### src/rtl/dmem_arb_pkg.sv
// Shared types for the data-memory port arbiter: FSM states, response
// owner encoding, the registered read-response tag and the statistics width.
package dmem_arb_pkg;

    typedef enum logic {
        ARB  = 1'b0,
        LOCK = 1'b1
    } arb_state_e;

    typedef enum logic {
        OWN_CORE = 1'b0,
        OWN_DBG  = 1'b1
    } owner_e;

    typedef struct packed {
        logic   valid;
        owner_e owner;
    } rsp_tag_t;

    localparam int STAT_W = 32;

endpackage

### src/rtl/dmem_arb_stats.sv
// Saturating activity counters for the dmem port arbiter: cycles in which the
// core was kept waiting, and cycles in which the debug master owned the port.
// Only instantiated when DMEM_ARB_STATS_EN is defined.
module dmem_arb_stats
    import dmem_arb_pkg::*;
(
    input  logic              clk,
    input  logic              reset,
    input  logic              c_stall,
    input  logic              d_grant,
    output logic [STAT_W-1:0] stat_c_stall,
    output logic [STAT_W-1:0] stat_d_grants
);

    // Count stalled core cycles, holding at all-ones instead of wrapping
    always_ff @(posedge clk) begin
        if (reset) begin
            stat_c_stall <= '0;
        end else if (c_stall && (stat_c_stall != '1)) begin
            stat_c_stall <= stat_c_stall + STAT_W'(1);
        end
    end

    // Count debug-owned cycles, holding at all-ones instead of wrapping
    always_ff @(posedge clk) begin
        if (reset) begin
            stat_d_grants <= '0;
        end else if (d_grant && (stat_d_grants != '1)) begin
            stat_d_grants <= stat_d_grants + STAT_W'(1);
        end
    end

endmodule

### src/rtl/dmem_port_arbiter.sv
// Shares the single data-memory port between the core (requester 0) and a
// debug/loader master (requester 1). Round-robin grant decided in the same
// cycle as the request, one-cycle read-response routing back to whichever
// requester issued the read, and an optional debug lock that is forcibly
// released after MAX_LOCK consecutive debug-owned cycles so the core cannot
// starve.
// Optional feature: define DMEM_ARB_STATS_EN to add the stat_c_stall and
// stat_d_grants saturating counters.
module dmem_port_arbiter
    import dmem_arb_pkg::*;
#(
    parameter int AW       = 32,
    parameter int DW       = 32,
    parameter int MAX_LOCK = 16
) (
    input  logic          clk,
    input  logic          reset,
    input  logic          c_req,
    input  logic          c_we,
    input  logic [AW-1:0] c_addr,
    input  logic [DW-1:0] c_wdata,
    output logic          c_gnt,
    output logic          c_rvalid,
    output logic [DW-1:0] c_rdata,
    input  logic          d_req,
    input  logic          d_we,
    input  logic [AW-1:0] d_addr,
    input  logic [DW-1:0] d_wdata,
    input  logic          d_lock,
    output logic          d_gnt,
    output logic          d_rvalid,
    output logic [DW-1:0] d_rdata,
    output logic [AW-1:0] dmem_addr,
    output logic [DW-1:0] dmem_write_data,
    output logic          dmem_write,
    output logic          dmem_read,
    input  logic [DW-1:0] dmem_read_data
`ifdef DMEM_ARB_STATS_EN
    ,
    output logic [STAT_W-1:0] stat_c_stall,
    output logic [STAT_W-1:0] stat_d_grants
`endif
);

    localparam int            CW        = $clog2(MAX_LOCK + 1);
    localparam logic [CW-1:0] LOCK_LAST = CW'(MAX_LOCK - 1);

    arb_state_e    state;
    owner_e        prio;
    logic [CW-1:0] lock_cnt;
    rsp_tag_t      rsp_tag;
    logic          sel_we;
    logic          any_gnt;

    // Grant decision from the live requests and the registered FSM state;
    // nothing is granted while reset is asserted
    always_comb begin
        c_gnt = 1'b0;
        d_gnt = 1'b0;
        if (!reset) begin
            if (state == LOCK) begin
                d_gnt = d_req;
            end else if (c_req && d_req) begin
                c_gnt = (prio == OWN_CORE);
                d_gnt = (prio == OWN_DBG);
            end else begin
                c_gnt = c_req;
                d_gnt = d_req;
            end
        end
    end

    // Steer the granted requester onto the memory port; the core is the idle default
    always_comb begin
        any_gnt = c_gnt | d_gnt;
        if (d_gnt) begin
            dmem_addr       = d_addr;
            dmem_write_data = d_wdata;
            sel_we          = d_we;
        end else begin
            dmem_addr       = c_addr;
            dmem_write_data = c_wdata;
            sel_we          = c_we;
        end
        dmem_write = any_gnt & sel_we;
        dmem_read  = any_gnt & ~sel_we;
    end

    // Round-robin priority and debug-lock FSM with bounded hold time
    always_ff @(posedge clk) begin
        if (reset) begin
            state    <= ARB;
            prio     <= OWN_CORE;
            lock_cnt <= '0;
        end else begin
            case (state)
                ARB: begin
                    if (c_req && d_req) begin
                        prio <= c_gnt ? OWN_DBG : OWN_CORE;
                    end
                    if (d_gnt && d_lock) begin
                        state    <= LOCK;
                        lock_cnt <= CW'(1);
                    end
                end
                LOCK: begin
                    if (lock_cnt == LOCK_LAST) begin
                        state    <= ARB;
                        prio     <= OWN_CORE;
                        lock_cnt <= '0;
                    end else if (!d_lock) begin
                        state    <= ARB;
                        lock_cnt <= '0;
                    end else begin
                        lock_cnt <= lock_cnt + CW'(1);
                    end
                end
                default: begin
                    state    <= ARB;
                    lock_cnt <= '0;
                end
            endcase
        end
    end

    // Remember who issued this cycle's granted read so next cycle's data goes back to them
    always_ff @(posedge clk) begin
        if (reset) begin
            rsp_tag <= '{valid: 1'b0, owner: OWN_CORE};
        end else begin
            rsp_tag.valid <= dmem_read;
            rsp_tag.owner <= d_gnt ? OWN_DBG : OWN_CORE;
        end
    end

    // Route the memory read data to the tagged owner; the other side sees zero
    always_comb begin
        c_rvalid = ~reset & rsp_tag.valid & (rsp_tag.owner == OWN_CORE);
        d_rvalid = ~reset & rsp_tag.valid & (rsp_tag.owner == OWN_DBG);
        c_rdata  = c_rvalid ? dmem_read_data : '0;
        d_rdata  = d_rvalid ? dmem_read_data : '0;
    end

`ifdef DMEM_ARB_STATS_EN
    dmem_arb_stats u_stats (
        .clk           (clk),
        .reset         (reset),
        .c_stall       (c_req & ~c_gnt),
        .d_grant       (d_gnt),
        .stat_c_stall  (stat_c_stall),
        .stat_d_grants (stat_d_grants)
    );
`else
    // Statistics counters are not built in this configuration.
`endif

endmodule

### config.mk
export PLATFORM = sky130hd
export DESIGN_NAME = dmem_port_arbiter
export DESIGN_NICKNAME = d
export VERILOG_FILES = /design/src/rtl/dmem_arb_pkg.sv /design/src/rtl/dmem_arb_stats.sv /design/src/rtl/dmem_port_arbiter.sv
export SDC_FILE = /design/constraint.sdc
export NUM_CORES = 1
export LEC_CHECK = 0
export BUFFER_PORTS_ARGS = -buffer_cell sky130_fd_sc_hd__buf_2
export CAP_MARGIN = 20
export CORE_AREA = 2 2 116 118
export DETAILED_ROUTE_END_ITERATION = 10
export DIE_AREA = 0 0 118 120
export SLEW_MARGIN = 0
export SYNTH_ARGS = -nofsm -noshare
export SYNTH_HDL_FRONTEND = slang
export SYNTH_SLANG_ARGS = --single-unit
### constraint.sdc
create_clock -name clk -period 2.05 [get_ports clk]
set_input_delay 0.1025 -clock clk [delete_from_list [all_inputs] [get_ports clk]]
set_output_delay 0.1025 -clock clk [all_outputs]
set_load 0.02 [all_outputs]
# After elaboration in Yosys (flattened, before gate mapping)
# Index checks and enable logic that the tools add are counted.
[word_totals] input_bits=167 output_inout_bits=134 wordCells=48 register_bits=9
[op_classes] muxes=24 addsub=1 n_eq_ne=4 bitwise_logic=11 n_reduce_logical=3
[ops] op="32-bit two-way mux" n=4
[ops] op="5-bit two-way mux" n=3
[ops] op="1-bit two-way mux" n=14
[ops] op="5-bit case mux with 2 select lines" n=1
[ops] op="5-bit by 1-bit adder with 5-bit output, second input constant" n=1
[ops] op="1-bit AND" n=5
[ops] op="5-bit by 4-bit equality test with 1-bit output, second input constant" n=1
[ops] op="1-bit NOT" n=5
[ops] op="2-bit != test, second input constant" n=2
[ops] op="1-bit case mux with 2 select lines" n=2
[ops] op="1-bit logical AND" n=2
[ops] op="2-bit by 1-bit != test with 1-bit output, second input constant" n=1
[ops] op="2-bit AND reduction" n=1
[ops] op="1-bit OR" n=1

# Longest topological paths before layout
[depth] word_depth=7 ltp_mapped=7 depth_no_buf=6

# Least setup slack after synthesis
# Ideal clock, no wire load.
[synth_path] kind="register to register" startpoint="reg lock_cnt[0]" endpoint="reg lock_cnt[3]" period_less_slack_ns=1.733 arrival_ns=1.642 setup_time_ns=0.091 setup_slack_ns=0.317 path_buffers=1 path_stages_with_launch=8 required_ns=1.959 path_cell_list="dfxtp_1 -> ha_1 -> and3_1 -> ha_1 -> and3b_1 -> clkbuf_1 -> a41oi_1 -> a311oi_1"
[synth_via] elab_chain_len=4 elab_cells_between_ends=5 cone_classes="add/sub: 1; eq/ne: 1; mux: 3"
[synth_rtl] element="from (decl)" line="dmem_port_arbiter.sv:50" rtl="logic [CW-1:0] lock_cnt;"
[synth_rtl] element="from (signal assigned)" line="dmem_port_arbiter.sv:115" rtl="lock_cnt <= lock_cnt + CW'(1);"
[synth_rtl] element="5-bit by 1-bit adder with 5-bit output" line="dmem_port_arbiter.sv:115"
[synth_rtl] element="5-bit two-way mux" line="dmem_port_arbiter.sv:111" rtl="end else if (!d_lock) begin"
[synth_rtl] element="5-bit two-way mux (*)" line="dmem_port_arbiter.sv:107" rtl="if (lock_cnt == LOCK_LAST) begin"
[synth_rtl] element="5-bit case mux with 2 select lines (*)" line="dmem_port_arbiter.sv:96" rtl="case (state)"
# Mark *: on every way between the ends. The rest lies on a longest branch, timed or not.
# A chain may end at the register's enable or synchronous reset.

# Worst setup path in the final report
[layout_path] startpoint="reg prio" endpoint="out dmem_write_data[9]"
[layout_via] elab_chain_len=4
[layout_rtl] element="from (decl)" line="dmem_port_arbiter.sv:49" rtl="owner_e prio;"
[layout_rtl] element="from (signal assigned)" line="dmem_port_arbiter.sv:99" rtl="prio <= c_gnt ? OWN_DBG : OWN_CORE;"
[layout_rtl] element="1-bit two-way mux" line="dmem_port_arbiter.sv:63" rtl="end else if (c_req && d_req) begin"
[layout_rtl] element="1-bit two-way mux" line="dmem_port_arbiter.sv:61" rtl="if (state == LOCK) begin"
[layout_rtl] element="1-bit two-way mux" line="dmem_port_arbiter.sv:60" rtl="if (!reset) begin"
[layout_rtl] element="32-bit two-way mux" line="dmem_port_arbiter.sv:76" rtl="if (d_gnt) begin"
[layout_rtl] element="to (decl)" line="dmem_port_arbiter.sv:34" rtl="output logic [DW-1:0] dmem_write_data,"
# Every way passes these cells.

==> flow_summary_export.csv <==
group,metric,value,unit
status,status,"finished clean",
setup_path,cp_slowest_cell,"or3b_4",
routing,vias,2557,
timing,tightest_slew,395,ps
routing,avgRoutedWirePerCell,12.1,µm
global_route,antenna_found_initial,0,
synth,synth_fp_nets,370,
cts,clockBufferDepth,2,
die,die_x,118,µm
finish,final_common_cell,"buf_2",
place,place.gp.congestion,0.747,
setup_path,max_stage_delay,440,ps
setup_path,ff2ff_path_depth,6,
die,initial_core_util,0.151,
routing,drc_errors,0,
place,place_area,3620,µm²
setup_path,crit_buf_inv,2,
setup_path,cp-end-kind,"primary output",
timing,rsz0062_at_grt,"no",
setup_path,path_cells,"or3b_4 -> and2_4 -> buf_4 -> mux2_4 -> buf_2",
cts,clk_latency,240,ps
die,dieHeight,120,µm
cts,cts-htree-levels,1,
routing,drt_wl_total,8230,µm
timing,fin_setup_tns,0,ps
synth,synthArstFlopShare,0,
synth,seq_area_frac_synth,0.0919,
cts,cts_sinks,9,
routing,antenna_left,0,
synth,synth_area,1960,µm²
cts,cts_root_buffer,"clkbuf_16",
timing,drv_slew,0,
pwr,ir_drop,0.401,mV
cts,numCtsBuffers,3,
cts,clk_pin_slew_worst_paths,40,ps
place,hpwl,7000,µm
timing,min_period,1990,ps
routing,via_per_inst,3.76,
global_route,grt_pass1_vias,2408,
global_route,grt_max_degree,34,
global_route,grt_pass1_wl,12000,µm
synth,ys_seq_elements,9,
synth,netlist_instances,201,
synth,synth.avg_cell_area,9.75,µm²
timing,setup_viol,0,
finish,drive_gt1_frac,0.764,
finish,area_growth,90.2,%
place,portBuffers,300,
setup_path,critPathTopFamily,"simple AND/OR/NAND/NOR gates",
die,core,13000,µm²
timing,fmax,502,MHz
cts,cts_hold_buf,0,
timing,holdWs,187,ps
setup_path,crit_cells,5,
cts,cts_tree,"built",
setup_path,critPathKind,"register to primary output",
timing,max_slew_margin,0.736,
pwr,leakage,2.19,nW
synth,yosys_most_used_dff,"dfxtp_1",
routing,drtIter0Drc,67,
timing,hold_viol_final,0,
setup_path,critPathLaunchType,"register",
synth,yosysUniqueCellTypes,30,
die,die_area,14200,µm²
place,dp.cells,672,
setup_path,worst_ep_arrival_time,1890,ps
global_route,grt_use_total,0.101,
finish,fin_area,3730,µm²
finish,stdcell_count,680,
timing,skew,2.22,ps
die,fp-row-count,42,
worst_hold_path,hold_class,"input port to register",
worst_hold_path,hold-path-cell-count,3,
die,io_pins,301,
synth,synth_edf_count,0,
synth,ys_warn_count,0,
global_route,grt_overflow_total,0,
flow_run,max-cap-violations,0,
setup_path,cp.required,1950,ps
finish,diodes,0,
pwr,power.density,339,nW/µm²
setup_path,crit_fanout,8,
finish,layout_common_cells,"300 x buf_2, 65 x and2_1, 49 x mux2_4, 15 x mux2_2, 12 x buf_4",
finish,fin_nets,674,
timing,fin_crit_sh,0.973,
routing,dr.pass1.iters,4,
## sequential cells by signal, indices dropped and copies added, names as in the netlist
name,flops
lock_cnt,5
prio,1
state,1
rsp_tag,2
## logic make-up (layout without fill, tap and decap cells)
| family | Yosys count | count (layout) | synth area share |
|---|---|---|---|
| simple gates | 94 | 95 | 0.300 |
| fa+ha+maj | 2 | 2 | 0.0128 |
| mux | 64 | 64 | 0.461 |
| buf+inv | 17 | 319 | 0.0830 |
| flops | 9 | 9 | 0.0919 |
| compound gates | 15 | 15 | 0.0511 |
## layout make-up
class / count / area [µm²]
clock buffers: 4 / 78.8
multi-input cells: 176 / 1630
well taps: 176 / 220
inverters: 2 / 7.51
repair buffers: 313 / 1610
flip-flops and latches: 9 / 180
fillers: 1425 / 9250
## cell usage after synthesis (2+ instances only)
master | instances | area share
and2_1 | 65 | 0.21
mux2_4 | 49 | 0.38
mux2_2 | 15 | 0.086
dfxtp_1 | 9 | 0.092
clkbuf_1 | 8 | 0.015
a21oi_1 | 6 | 0.015
buf_12 | 6 | 0.061
nand2_1 | 4 | 0.0077
nand2b_1 | 4 | 0.013
nor2b_1 | 4 | 0.013
a311oi_1 | 3 | 0.013
nand3_1 | 3 | 0.0077
nand3b_1 | 3 | 0.011
and3b_1 | 2 | 0.0089
ha_1 | 2 | 0.013
inv_1 | 2 | 0.0038
nor2_1 | 2 | 0.0038
nor3b_1 | 2 | 0.0077
## path summary, 6_finish.rpt
kind	startpoint	endpoint	slack, ps
max	prio$_SDFFE_PP0P_	dmem_write_data[9]	60
min	c_we	rsp_tag[1]$_SDFF_PP0_	190
max reg2reg	lock_cnt[0]$_SDFFE_PP0P_	lock_cnt[3]$_SDFFE_PP0P_	280
min reg2reg	lock_cnt[4]$_SDFFE_PP0P_	lock_cnt[4]$_SDFFE_PP0P_	480
## routing by layer
layer	up-vias	part of all wire	wire length, µm	global-route usage
li1	1300	-	-	-
met1	1123	0.43	3500	0.133
met2	130	0.50	4090	0.172
met3	4	0.075	614	0.0228
met4	0	0.0028	23	0.0128
met5	-	0	0	0
## power breakdown
part	switching [W]	internal [W]	leakage, nW
logic	0.000359	0.000371	2.07
registers	0.00000426	0.000182	0.0733
clock network	0.0000869	0.000260	0.0382
total	0.000450	0.000813	2.19
## worst register-to-register path: stages, from the launching register on
cell	delay (ps)
dfxtp_1	340
ha_1	220
and3_1	190
ha_1	180
and3b_1	350
a41oi_1	150
a311oi_1	240
## repair_timing
item,in CTS,in global routing
endpoints found under the setup margin,0,46
gates resized for setup,0,0
setup buffers,0,3
## metrics by stage
step | total power, W | worst slack [ps] | util
6_report | 0.00126 | 56.2 | 0.287
5_1_grt | 0.00133 | 20.4 | 0.287
4_1_cts | 0.00127 | 11.7 | 0.285
3_5_place_dp | 0.000914 | 265 | 0.279
3_3_place_gp | 0.000910 | 276 | 0.279
2_1_floorplan | 0.000622 | 317 | -
(Power assumes the default switching activity.)
